File: config.mk
export PLATFORM = sky130hd
export DESIGN_NAME = rv32i_mem_stage
export DESIGN_NICKNAME = d
export VERILOG_FILES = /design/src/rtl/rv32i_mem_stage.sv
export SDC_FILE = /design/constraint.sdc
export NUM_CORES = 1
export LEC_CHECK = 0
export ABC_AREA = 1
export BUFFER_PORTS_ARGS = -buffer_cell sky130_fd_sc_hd__buf_2
export CORE_AREA = 2 2 157 159
export CTS_CLUSTER_DIAMETER = 120
export DETAILED_ROUTE_END_ITERATION = 8
export DIE_AREA = 0 0 159 161
export MAX_ROUTING_LAYER = met4
export PLACE_DENSITY = 0.75
export REMOVE_ABC_BUFFERS = 1
export SYNTH_ARGS = -nofsm -noshare
export SYNTH_HDL_FRONTEND = slang
export SYNTH_SLANG_ARGS = --single-unit
File: constraint.sdc
create_clock -name clk -period 2.2 [get_ports clk]
set_clock_uncertainty 0.1 [all_clocks]
set_input_delay 0.11 -clock clk [delete_from_list [all_inputs] [get_ports clk]]
set_output_delay 0.11 -clock clk [all_outputs]
set_load 0.01 [all_outputs]
File: src/rtl/rv32i_mem_stage.sv
// rv32i_mem_stage: registers EX results, issues aligned load/store requests and
// produces extended writeback data, stalling EX while a request is outstanding.
module rv32i_mem_stage #(
   parameter int TIMEOUT = 16
) (
   input  logic        clk,
   input  logic        reset,
   input  logic        ex_valid_in,
   input  logic [31:0] alu_in,
   input  logic [31:0] rs2_data_in,
   input  logic [31:0] iw_in,
   input  logic [31:0] pc_in,
   input  logic [31:0] mem_rdata,
   input  logic        mem_ack,
   output logic        mem_req,
   output logic        mem_we,
   output logic [31:0] mem_addr,
   output logic [31:0] mem_wdata,
   output logic [3:0]  mem_be,
   output logic        stall_out,
   output logic        valid_out,
   output logic [31:0] alu_out,
   output logic [31:0] iw_out,
   output logic [31:0] pc_out,
   output logic [4:0]  wb_reg_out,
   output logic        wb_en_out,
   output logic        misalign_out,
   output logic        timeout_out
);
   typedef enum logic {IDLE, WAIT} state_t;
   localparam int CW = $clog2(TIMEOUT + 1);
   state_t st;
   logic [CW-1:0] cnt;
   logic [2:0] f3_r;
   logic [1:0] lo_r;
   logic ld_r;
   logic [6:0] op;
   logic [2:0] f3;
   logic [1:0] lo;
   logic is_ld, is_st, is_mem, mis, wb_op;
   logic [3:0] be;
   logic [31:0] wd, ld_val;
   logic [7:0] byt;
   logic [15:0] half;
   always_comb begin
      op     = iw_in[6:0];
      f3     = iw_in[14:12];
      lo     = alu_in[1:0];
      is_ld  = op == 7'b0000011;
      is_st  = op == 7'b0100011;
      is_mem = is_ld || is_st;
      // funct3[2] is only meaningful (unsigned) for byte/half loads; anything else is undefined
      mis    = (f3[1:0] == 2'b00) ? (is_st && f3[2]) :
               (f3[1:0] == 2'b01) ? (lo[0] || (is_st && f3[2])) :
               (f3 == 3'b010)     ? (lo != 2'b00) : 1'b1;
      be     = (f3[1:0] == 2'b00) ? 4'b0001 << lo :
               (f3[1:0] == 2'b01) ? 4'b0011 << {lo[1], 1'b0} : 4'b1111;
      wd     = (f3[1:0] == 2'b00) ? {4{rs2_data_in[7:0]}} :
               (f3[1:0] == 2'b01) ? {2{rs2_data_in[15:0]}} : rs2_data_in;
      wb_op  = op inside {7'b0110011, 7'b0010011, 7'b0110111, 7'b0010111, 7'b1101111, 7'b1100111};
      byt    = mem_rdata[{lo_r, 3'b000} +: 8];
      half   = lo_r[1] ? mem_rdata[31:16] : mem_rdata[15:0];
      ld_val = (f3_r[1:0] == 2'b00) ? {{24{~f3_r[2] & byt[7]}}, byt} :
               (f3_r[1:0] == 2'b01) ? {{16{~f3_r[2] & half[15]}}, half} : mem_rdata;
      stall_out = st == WAIT;
   end
   always_ff @(posedge clk or negedge reset) begin
      if (!reset) begin
         st <= IDLE;
         cnt <= '0;
         f3_r <= '0;
         lo_r <= '0;
         ld_r <= 1'b0;
         mem_req <= 1'b0;
         mem_we <= 1'b0;
         mem_addr <= '0;
         mem_wdata <= '0;
         mem_be <= '0;
         valid_out <= 1'b0;
         alu_out <= '0;
         iw_out <= '0;
         pc_out <= '0;
         wb_reg_out <= '0;
         wb_en_out <= 1'b0;
         misalign_out <= 1'b0;
         timeout_out <= 1'b0;
      end else begin
         valid_out <= 1'b0;
         misalign_out <= 1'b0;
         timeout_out <= 1'b0;
         if (st == IDLE) begin
            if (ex_valid_in) begin
               iw_out <= iw_in;
               pc_out <= pc_in;
               wb_reg_out <= iw_in[11:7];
               if (is_mem && !mis) begin
                  st <= WAIT;
                  cnt <= '0;
                  mem_req <= 1'b1;
                  mem_we <= is_st;
                  mem_addr <= {alu_in[31:2], 2'b00};
                  mem_wdata <= wd;
                  mem_be <= be;
                  f3_r <= f3;
                  lo_r <= lo;
                  ld_r <= is_ld;
               end else begin
                  valid_out <= 1'b1;
                  alu_out <= alu_in;
                  misalign_out <= is_mem;
                  wb_en_out <= wb_op && iw_in[11:7] != 5'd0;
               end
            end
         end else if (mem_ack) begin
            st <= IDLE;
            mem_req <= 1'b0;
            valid_out <= 1'b1;
            alu_out <= ld_r ? ld_val : {mem_addr[31:2], lo_r};
            wb_en_out <= ld_r && wb_reg_out != 5'd0;
         end else if (cnt == CW'(TIMEOUT - 1)) begin
            st <= IDLE;
            mem_req <= 1'b0;
            valid_out <= 1'b1;
            timeout_out <= 1'b1;
            alu_out <= '0;
            wb_en_out <= 1'b0;
         end else begin
            cnt <= cnt + 1'b1;
         end
      end
   end
endmodule

==> impl_results.md <==
- Dpl ws: 0.1279 ns
- Post-route antenna net violation count: 0
- Yosys top cell area share: 49.01%
- #FFs+latches synth: 180
- Commonest non-fill, non-tap cell in the layout: nand2_1
- Gr usage total: 26.04%
- Outcome: completed
- CP required: 2.48 ns
- Reg-to-Reg End: alu_out[22]$_DFFE_PN0P_
- Final hold viol count: 0
- 1st-iter DRT viols: 901
- Longest Clk Path Bufs: 2
- Tmin final: 2.124 ns
- H-tree depth: 4
- Max-Cap Viols: 0
- Row cnt: 57
- CTS Buf Count: 17
- Gp weighted congestion: 0.8721
- Area leader, netlist: dfrtp_1
- Cells after DPL: 1,871
- Netlist cell types: 36
- TritonRoute pass-1 iters: 5
- Leak: 7.498 nW
- Die Y: 161 um
- Syn Std Cell Area: 0.009190 mm2
- Die area: 0.02560 mm2
- Worst EP arrival: 2.40 ns
- Critical path fanouts, max: 6
- Sequential-to-total area share from yosys stat: 49.01%
- GR Overflow Total: 0
- Worst path max stage delay: 0.60 ns
- Clock sinks: 180
- Share of cells above drive strength 1: 25.19%
- R2R depth: 10
- Drt wl/cell: 16.34 um
- Largest net degree at the start of global routing: 72
- Root Driver: clkbuf_16
- Vias per inst: 4.947
- First-pass GRT wire length: 51.64 mm
- Final period util: 96.56%
- Final nets: 1,876
- Fmax: 470.7 MHz
- Hold crit path type: in2async
- Crit end category: register
- Final setup violation count: 0
- Slew @ Worst Pin: 0.6090 ns
- Vias in the first global route: 9,789
- Power per Cell Area: 700.3 mW/mm2
- Peak VDD IR: 0.4648 mV
- Vias: 10,130
- I/O pin cnt: 340
- Core area: 0.02396 mm2
- Cells after synthesis: 1,254
- Detailed Route WL: 33.46 mm
- CTS tree: done
- Initial Util: 38.35%
- Port bufs: 337
- Synth area leaders: dfrtp_1 49%, nand2_1 21%, inv_1 5.7%
- Non-Filler Instances: 2,048
- Clock Latency Late Sink: 0.43 ns
- Final setup margin: 0.07569 ns
- Die Span X: 159 um
- Slowest cell on crit path: dlygate4sd3_1
- FF-to-FF setup slack: 0.13 ns
- Syn avg cell area: 7.329 um2
- Clk pin slew, worst setup/hold paths: 0.08 ns
- Worst slew margin: 59.34%
- CP Capture Point: mem_wdata[26]$_DFFE_PN0P_
- DP HPWL: 21.91 mm
- Crit-path cells: dlygate4sd3_1 > buf_2 > nor2_4 > clkinvlp_4 > nor2_1 > a221oi_1 > dlygate4sd3_1 > nand2_1 > o21ai_1 > inv_1
- Ys Warns: 0
- Setup CP Type: in2reg
- Startpoint Class: primary input
- P&R area growth vs syn: 44.68%
- CP Launch Point: iw_in[12]
- Initial antenna violation count: 1
- Reg2reg start: cnt[0]$_DFFE_PN0P_
- Slew Limit Fails: 0
- Commonest non-fill, non-tap cells in the layout: 524 x nand2_1, 336 x buf_2, 180 x dfrtp_1
- DRC viols: 0
- Most frequent CP cell: dlygate4sd3_1
final cells by class:
class	count	area, um2
Fill cell	2127	10670
Sequential cell	180	4504
Multi-Input combinational cell	855	3796
Timing Repair Buffer	503	3369
Inverter	152	574.3
Clock buffer	17	425.4
Tap cell	324	405.4
Clock inverter	15	214.0
Timing Repair inverter	1	5.005
Antenna cell	1	2.502
sequential cells by signal, indices dropped and copies added (netlist names):
name          cells
mem_addr         30
mem_we            1
mem_wdata        32
cnt               5
valid_out         1
f3_r              3
stall_out         1
wb_en_out         1
lo_r              2
ld_r              1
mem_req           1
pc_out           32
mem_be            4
alu_out          32
iw_out           32
misalign_out      1
timeout_out       1
worst max-delay path: cells and delay by family:
kind / cells / cell delay [ns]
AOI/OAI and AO/OA: 2 / 0.15
buffers and inverters: 5 / 1.60
and+or+nand+nor: 3 / 0.53
layer usage:
layer  up-vias  track usage (%)  part of all wire [%]
met5         -                -                     0
met4         0            9.587                   3.2
met3        82            5.573                   8.5
met2       564            43.00                    48
met1      4684            31.64                    40
li1       4801                -                     -
synth_stat cells, drive strengths merged:
| library cell | instances |
|---|---|
| buf | 42 |
| a21oi | 54 |
| ha | 2 |
| conb | 1 |
| inv | 151 |
| nor3b | 1 |
| a22oi | 1 |
| nor2 | 54 |
| nand2 | 534 |
| a221oi | 8 |
| o31ai | 2 |
| o21ai | 101 |
| nand3 | 76 |
| o22ai | 4 |
| o211ai | 7 |
| o21a | 1 |
| dfrtp | 180 |
| nand4 | 2 |
| clkbuf | 28 |
| clkinv | 1 |
| nor3 | 4 |
metrics by stage:
step | utilization [%] | instance area [um2] | setup TNS (ns) | hold WS (ns) | power (mW)
6_report | 55.49 | 13300 | 0 | 0.04094 | 9.312
5_1_grt | 55.49 | 13300 | -0.02474 | 0.05147 | 9.773
4_1_cts | 55.10 | 13200 | 0 | 0.03358 | 9.322
3_5_place_dp | 46.75 | 11200 | 0 | -0.06379 | 5.847
3_3_place_gp | 46.75 | 11200 | 0 | -0.07182 | 5.807
2_1_floorplan | - | 8827 | -42.84 | -0.2856 | 4.886
power by group:
| group | internal (mW) | switching, mW |
|---|---|---|
| Sequential | 3.66 | 0.230 |
| Combinational | 0.883 | 1.27 |
| Clock | 1.59 | 1.68 |
| Total | 6.14 | 3.17 |
timing repair:
action / CTS / global route
endpoints found under the hold margin: 345 / 0
hold buffers: 136 / 0
gates resized for setup: 0 / 5
setup endpoints to repair: 0 / 46
buffers inserted: 0 / 5
how the worst min path moves through the flow:
stage / startpoint / endpoint / slack (ns)
floorplan: reset / alu_out[0]$_DFFE_PN0P_ / -0.29
global placement: reset / mem_addr[9]$_DFFE_PN0P_ / -0.07
detailed placement: reset / mem_addr[9]$_DFFE_PN0P_ / -0.06
CTS: reset / iw_out[24]$_DFFE_PN0P_ / 0.03
global route: reset / mem_addr[8]$_DFFE_PN0P_ / 0.05
finish: reset / mem_addr[8]$_DFFE_PN0P_ / 0.04
cells by family after synthesis:
family | count (synthesis) | share of synthesized area, %
AO/OA/AOI/OAI | 178 | 10.37
adder cells (fa/ha/maj) | 2 | 0.2723
buffers and inverters | 222 | 10.20
flip-flops | 180 | 49.01
other | 1 | 0.04080
AND/OR/NAND/NOR | 671 | 30.10
Note: power is estimated with default switching activity, not from simulation.
